## src/rtl/instrumented_adder_ring_counter_pkg.sv

```systemverilog
// Shared types and constants for the instrumented ripple adder measurement back-end.
package instrumented_adder_pkg;

  typedef enum logic [1:0] {
    IDLE   = 2'd0,
    SETTLE = 2'd1,
    COUNT  = 2'd2,
    DONE   = 2'd3
  } ring_cnt_state_t;

  localparam int DEF_COUNT_W     = 32;
  localparam int DEF_TIME_W      = 32;
  localparam int DEF_SYNC_STAGES = 2;

  // Pipeline fill time of the chain_out synchroniser plus the edge-history flop.
  localparam int RING_SETTLE_CYCLES = DEF_SYNC_STAGES + 1;

endpackage

```

## src/rtl/instrumented_adder_ring_counter_if.sv

```systemverilog
// Start/done handshake and result bus of the ring-oscillator edge counter.
interface instrumented_adder_ring_counter_if #(
  parameter int COUNT_W = instrumented_adder_pkg::DEF_COUNT_W,
  parameter int TIME_W  = instrumented_adder_pkg::DEF_TIME_W
);
  logic               start;
  logic [TIME_W-1:0]  window;
  logic               ring_en;
  logic               busy;
  logic               done;
  logic [COUNT_W-1:0] count;
  logic               overflow;

  modport master (
    output start, window,
    input  ring_en, busy, done, count, overflow
  );

  modport slave (
    input  start, window,
    output ring_en, busy, done, count, overflow
  );
endinterface

```

## src/rtl/instrumented_adder_ring_counter_sync_rise_detect.sv

```systemverilog
// N-stage synchroniser for an asynchronous input followed by a one-cycle rising-edge detector.
module sync_rise_detect
  import instrumented_adder_pkg::*;
#(
  parameter int SYNC_STAGES = DEF_SYNC_STAGES
) (
  input  logic clk,
  input  logic rst,
  input  logic async_in,
  output logic rise
);

  logic [SYNC_STAGES-1:0] sync_q, sync_d;
  logic                   prev_q, prev_d;

  always_comb begin
    sync_d = {sync_q[SYNC_STAGES-2:0], async_in};
    prev_d = sync_q[SYNC_STAGES-1];
  end

  always_ff @(posedge clk or posedge rst) begin
    if (rst) begin
      sync_q <= '0;
      prev_q <= 1'b0;
    end else begin
      sync_q <= sync_d;
      prev_q <= prev_d;
    end
  end

  assign rise = sync_q[SYNC_STAGES-1] & ~prev_q;

endmodule

```

## src/rtl/instrumented_adder_ring_counter.sv

```systemverilog
// Gates the adder ring oscillator for a programmed window and reports a saturating
// count of chain_out rising edges with a start/done handshake.
module instrumented_adder_ring_counter
  import instrumented_adder_pkg::*;
#(
  parameter int COUNT_W     = DEF_COUNT_W,
  parameter int TIME_W      = DEF_TIME_W,
  parameter int SYNC_STAGES = DEF_SYNC_STAGES
) (
  input  logic wb_clk_i,
  input  logic wb_rst_i,
  input  logic chain_out,
  instrumented_adder_ring_counter_if.slave bus
);

  // Settle length tracks the synchroniser depth actually instantiated.
  localparam int SETTLE_N = RING_SETTLE_CYCLES + (SYNC_STAGES - DEF_SYNC_STAGES);
  localparam int SETTLE_W = $clog2(SETTLE_N);
  localparam logic [SETTLE_W-1:0] SETTLE_LAST = SETTLE_W'(SETTLE_N - 1);
  localparam logic [COUNT_W-1:0]  CNT_MAX     = '1;
  localparam logic [TIME_W-1:0]   WIN_LAST    = TIME_W'(1);

  function automatic logic [COUNT_W-1:0] sat_inc(input logic [COUNT_W-1:0] v);
    return (v == CNT_MAX) ? v : v + 1'b1;
  endfunction

  ring_cnt_state_t     state_q, state_d;
  logic [SETTLE_W-1:0] settle_q, settle_d;
  logic [TIME_W-1:0]   win_q, win_d;
  logic [COUNT_W-1:0]  cnt_q, cnt_d;
  logic [COUNT_W-1:0]  cnt_inc;
  logic                ovf_q, ovf_d;
  logic                ring_en_q, ring_en_d;
  logic                busy_q, busy_d;
  logic                done_q, done_d;
  logic                rise;

  sync_rise_detect #(
    .SYNC_STAGES (SYNC_STAGES)
  ) u_sync (
    .clk      (wb_clk_i),
    .rst      (wb_rst_i),
    .async_in (chain_out),
    .rise     (rise)
  );

  always_comb begin
    state_d  = state_q;
    settle_d = settle_q;
    win_d    = win_q;
    cnt_d    = cnt_q;
    ovf_d    = ovf_q;
    cnt_inc  = sat_inc(cnt_q);

    unique case (state_q)
      IDLE, DONE: begin
        state_d = IDLE;
        if (bus.start) begin
          cnt_d = '0;
          ovf_d = 1'b0;
          if (bus.window != '0) begin
            win_d    = bus.window;
            settle_d = SETTLE_LAST;
            state_d  = SETTLE;
          end else begin
            state_d = DONE;
          end
        end
      end
      SETTLE: begin
        if (settle_q == '0) begin
          state_d = COUNT;
        end else begin
          settle_d = settle_q - 1'b1;
        end
      end
      COUNT: begin
        if (rise) begin
          cnt_d = cnt_inc;
          if (cnt_inc == CNT_MAX) ovf_d = 1'b1;
        end
        // Down-counter stops at 1 so a nonzero load can never wrap.
        if (win_q == WIN_LAST) begin
          state_d = DONE;
        end else begin
          win_d = win_q - 1'b1;
        end
      end
      default: state_d = IDLE;
    endcase

    ring_en_d = (state_d == SETTLE) || (state_d == COUNT);
    busy_d    = ring_en_d;
    done_d    = (state_d == DONE);
  end

  always_ff @(posedge wb_clk_i or posedge wb_rst_i) begin
    if (wb_rst_i) begin
      state_q   <= IDLE;
      settle_q  <= '0;
      win_q     <= '0;
      cnt_q     <= '0;
      ovf_q     <= 1'b0;
      ring_en_q <= 1'b0;
      busy_q    <= 1'b0;
      done_q    <= 1'b0;
    end else begin
      state_q   <= state_d;
      settle_q  <= settle_d;
      win_q     <= win_d;
      cnt_q     <= cnt_d;
      ovf_q     <= ovf_d;
      ring_en_q <= ring_en_d;
      busy_q    <= busy_d;
      done_q    <= done_d;
    end
  end

  assign bus.ring_en  = ring_en_q;
  assign bus.busy     = busy_q;
  assign bus.done     = done_q;
  assign bus.count    = cnt_q;
  assign bus.overflow = ovf_q;

endmodule

```

## src/flat_wrapper.sv

```systemverilog
// flat-port wrapper written by rule: the top's interface ports become plain ports
module instrumented_adder_ring_counter_flat import instrumented_adder_pkg::*;
#(
  parameter int COUNT_W     = DEF_COUNT_W,
  parameter int TIME_W      = DEF_TIME_W,
  parameter int SYNC_STAGES = DEF_SYNC_STAGES
)
  (wb_clk_i, wb_rst_i, chain_out, bus_start, bus_window, bus_ring_en, bus_busy, bus_done, bus_count, bus_overflow);
  instrumented_adder_ring_counter_if #(.COUNT_W(COUNT_W), .TIME_W(TIME_W)) bus_i ();
  input  logic wb_clk_i;
  input  logic wb_rst_i;
  input  logic chain_out;
  input wire logic [$bits(bus_i.start)-1:0] bus_start;
  input wire logic [$bits(bus_i.window)-1:0] bus_window;
  output wire logic [$bits(bus_i.ring_en)-1:0] bus_ring_en;
  output wire logic [$bits(bus_i.busy)-1:0] bus_busy;
  output wire logic [$bits(bus_i.done)-1:0] bus_done;
  output wire logic [$bits(bus_i.count)-1:0] bus_count;
  output wire logic [$bits(bus_i.overflow)-1:0] bus_overflow;
  assign bus_i.start = bus_start;
  assign bus_i.window = bus_window;
  assign bus_ring_en = bus_i.ring_en;
  assign bus_busy = bus_i.busy;
  assign bus_done = bus_i.done;
  assign bus_count = bus_i.count;
  assign bus_overflow = bus_i.overflow;
  instrumented_adder_ring_counter #(.COUNT_W(COUNT_W), .TIME_W(TIME_W), .SYNC_STAGES(SYNC_STAGES)) u_core (.wb_clk_i(wb_clk_i), .wb_rst_i(wb_rst_i), .chain_out(chain_out), .bus(bus_i));
endmodule
```

## config.mk

```make
export PLATFORM = sky130hd
export DESIGN_NAME = instrumented_adder_ring_counter_flat
export DESIGN_NICKNAME = d
export VERILOG_FILES = /design/src/rtl/instrumented_adder_ring_counter_pkg.sv /design/src/rtl/instrumented_adder_ring_counter_if.sv /design/src/rtl/instrumented_adder_ring_counter_sync_rise_detect.sv /design/src/rtl/instrumented_adder_ring_counter.sv /design/src/flat_wrapper.sv
export SDC_FILE = /design/constraint.sdc
export NUM_CORES = 1
export LEC_CHECK = 0
export CORE_MARGIN = 2
export CORE_UTILIZATION = 55
export DETAILED_ROUTE_END_ITERATION = 8
export PLACE_DENSITY = 0.8
export SYNTH_ARGS = -nofsm -noshare
export SYNTH_HDL_FRONTEND = slang
export SYNTH_SLANG_ARGS = --single-unit
```

## constraint.sdc

```tcl
create_clock -name wb_clk_i -period 2.9 [get_ports wb_clk_i]
set_clock_uncertainty 0.15 [all_clocks]
set_input_delay 0.725 -clock wb_clk_i [delete_from_list [all_inputs] [get_ports wb_clk_i]]
set_output_delay 0.725 -clock wb_clk_i [all_outputs]
set_load 0.1 [all_outputs]
```

==> results_dict.tcl <==
set metrics [dict create \
    status "finished, final reports clean" \
    slew_headroom_pct 62.2 \
    core_sq_um 8760 \
    track_usage_pct 29.7 \
    timing.final.crit_share_pct 94.6 \
    min_delay_path_depth 0 \
    diodes 0 \
    grt_pass1_wl_mm 23.7 \
    wl_mm 14.4 \
    clockBufferDepth 2 \
    p_sw_mw 2.28 \
    yosysWarnings 0 \
    overflow 0 \
    slowest_delay_ns 0.44 \
    cts_sinks 74 \
    die_w_um 99.2 \
    min_to "u_core.u_sync.sync_q[1]" \
    report.final.slew_viol_count 0 \
    pwr-share-seq_pct 32.3 \
    synth-seq-cells 74 \
    reg2reg_to "u_core.bus.overflow" \
    reg2reg_slack_ns 0.16 \
    r2r-start "u_core.bus.count[1]" \
    cts-resized-gates 0 \
    syn2layout_area_growth_pct 24.9 \
    floorplan.initialDensity_pct 56.9 \
    tritoncts "done" \
    clock_latency_ns 0.36 \
    htreeDepth 3 \
    ys_types 64 \
    final_area_sq_um 6220 \
    synth.yosys.seq_area_share_pct 37.2 \
    worst-endpoint-arrival_ns 2.90 \
    antenna_found_initial 0 \
    hold_buffers 0 \
    maxCapViolations 0 \
    critPathLaunch "u_core.bus.count[1]" \
    synth.avg_cell_area_sq_um 7.93 \
    chipHeight_um 99.2 \
    ir_worst_vdd_uv 507 \
    place_area_sq_um 5990 \
    rsz0062_at_grt "no" \
    combPwrFrac_pct 49.3 \
    hold-worst-slack_ns 0.207 \
    synthesis.nets 671 \
    numCtsBuffers 9 \
    synth-async-reset-ratio_pct 100 \
    cellPowerDensity_nw_per_um2 802 \
    p_sw_share_pct 45.7 \
    critPathLaunchType "flip-flop" \
    drive_gt1_share_pct 21.1 \
    first_iter_violations 429 \
    path_class "reg -> reg" \
    synth_top_area_share_pct 37.2 \
    drc 0 \
    critical_path_required_ns 3.06 \
    grt_max_degree 44 \
    cp_max_fo 6 \
    hold_path_startpoint "u_core.u_sync.sync_q[0]" \
    cts_root_buffer "clkbuf_8" \
    internal_power_mw 2.71 \
    num_vias 5301 \
    setup_viol 0 \
    dieArea_sq_um 9840 \
    netlist_area_sq_um 4980 \
    path_clk_slew_ns 0.08 \
    synth_ff_type "dfrtp_1" \
    end_kind "flip-flop" \
    synth-edff-count 0 \
    synthCells 628 \
    rows 34 \
    synth_area_leaders "dfrtp_1 (37%), a21oi_1 (6.6%), nand2_1 (5.6%), o21ai_0 (5.5%), nor2_1 (4.1%)" \
    pwr-share-clk_pct 18.4 \
    hold_viol_final 0 \
    port_buffers 71 \
    yosys.area.top_type "dfrtp_1" \
    worstMarginPinSlew_ns 0.566 \
    hold_class "reg -> reg" \
    p_leak_nw 2.38 \
    crit_chain "ha_1 > and2_1 > nand2_1 > a311oi_1 > buf_4 > xor2_1 > o211ai_1 > nor4_2 > a31o_1" \
    drt_pre_antenna_iters 5 \
    fin_nets 754 \
    dp_hpwl_mm 10.4 \
    fin_crit_ns 2.74 \
    reg2reg_depth 9 \
    ys_top_cells_by_count "dfrtp_1 (74), nand2_1 (74), a21oi_1 (66)" \
    postRouteAntennaNets 0 \
    ioPinCount 72 \
    max_freq_mhz 365 \
    crit_slowest_cell "nor4_2" \
    place_congestion 1.02 \
    vias_per_cell 6.43 \
    first_global_vias 4845 \
    cts_setup_buffers 0 \
    avgRoutedWirePerCell_um 17.5 \
]
[worst max-delay path by stage]
stage / to / depth (start not counted)
6_report: u_core.bus.overflow / 9
5_1_grt: u_core.bus.overflow / 9
4_1_cts: u_core.bus.overflow / 9
3_5_place_dp: u_core.win_q[31] / 9
3_3_place_gp: u_core.win_q[31] / 9
2_1_floorplan: u_core.bus.overflow / 8
[routing by layer]
layer  GRT usage, %  share of wire (%)
met5              0                  0
met4           11.4                2.0
met3           5.55                8.9
met2           42.2                 44
met1           45.0                 45
[power groups by stage]
stage | clock, mW | sequential (mW) | combinational, mW
after floorplan | 0 | 1.67 | 1.59
after global placement | 0 | 1.60 | 2.34
after detailed placement | 0 | 1.61 | 2.42
after CTS | 0.928 | 1.60 | 2.43
after global routing | 0.973 | 1.65 | 2.71
final | 0.921 | 1.61 | 2.46
[cell usage in the layout, fill, tap and decap left out, types with 4 or more instances in the layout]
| master | instances |
|---|---|
| buf_4 | 77 |
| nand2_1 | 74 |
| a21oi_1 | 65 |
| o21ai_0 | 55 |
| nor2_1 | 54 |
| dfrtp_1 | 43 |
| clkdlybuf4s50_1 | 35 |
| dfrtp_2 | 31 |
| nand3_1 | 30 |
| nor3_1 | 30 |
| nand4_1 | 17 |
| inv_1 | 16 |
| nor4_1 | 15 |
| mux2i_1 | 13 |
| o22ai_1 | 12 |
| clkbuf_8 | 10 |
| o31ai_1 | 9 |
| or3_1 | 9 |
| a22o_1 | 8 |
| and3_1 | 6 |
| ha_1 | 6 |
| o211ai_1 | 5 |
| a21o_1 | 5 |
| a31oi_1 | 5 |
| xnor2_1 | 5 |
| nand3b_1 | 4 |
| and2_1 | 4 |
| a22oi_1 | 4 |
| buf_12 | 4 |
[sequential cells by signal, summed over array words and instances, names as in the netlist]
| register | count |
|---|---|
| u_core.bus.count | 32 |
| u_core.win_q | 32 |
| u_core.settle_q | 2 |
| u_core.state_q | 2 |
| u_core.u_sync.sync_q | 2 |
| u_core.bus.done | 1 |
| u_core.bus.overflow | 1 |
| u_core.bus.ring_en | 1 |
| u_core.u_sync.prev_q | 1 |
[through the flow]
step / setup TNS (ns) / cells / utilization (%) / power (mW) / setup WS [ns]
after floorplan: -0.000818 / 628 / - / 3.26 / -0.000818
after global placement: -0.0158 / 808 / 68.4 / 3.93 / -0.0158
after global routing: 0 / 824 / 71.0 / 5.33 / 0.0396
after CTS: 0 / 824 / 70.9 / 4.96 / 0.112
final: 0 / 824 / 71.0 / 4.99 / 0.157
after detailed placement: -0.439 / 808 / 68.4 / 4.04 / -0.0707
[worst max-delay path: cells and delay by family (launching register included)]
kind                     cells  cell delay (ns)
AND/OR/NAND/NOR              3             0.85
AO/OA/AOI/OAI                3             0.67
flip-flops                   1             0.42
adder cells (fa/ha/maj)      1             0.25
buffers and inverters        1             0.19
XOR/XNOR                     1             0.15
[logic make-up (layout without fill, tap and decap cells)]
| family | Yosys count | count (layout) | share of synthesized area (%) |
|---|---|---|---|
| and+or+nand+nor | 271 | 271 | 27.9 |
| AOI/OAI and AO/OA | 192 | 192 | 23.8 |
| DFF | 74 | 74 | 37.2 |
| buffers and inverters | 61 | 149 | 4.92 |
| xor gates and xnor gates | 8 | 8 | 1.41 |
| muxes | 15 | 15 | 3.06 |
| adders and majority gates | 7 | 7 | 1.76 |
[cell type report]
type,instances,area (sq um)
inverters,17,67.6
fillers,684,2540
clock inverters,5,77.6
well taps,108,135
flip-flops and latches,74,1890
clock buffers,11,141
multi-input cells,493,2900
repair buffers,116,1010
No activity file was read; power rests on OpenSTA's default activity.
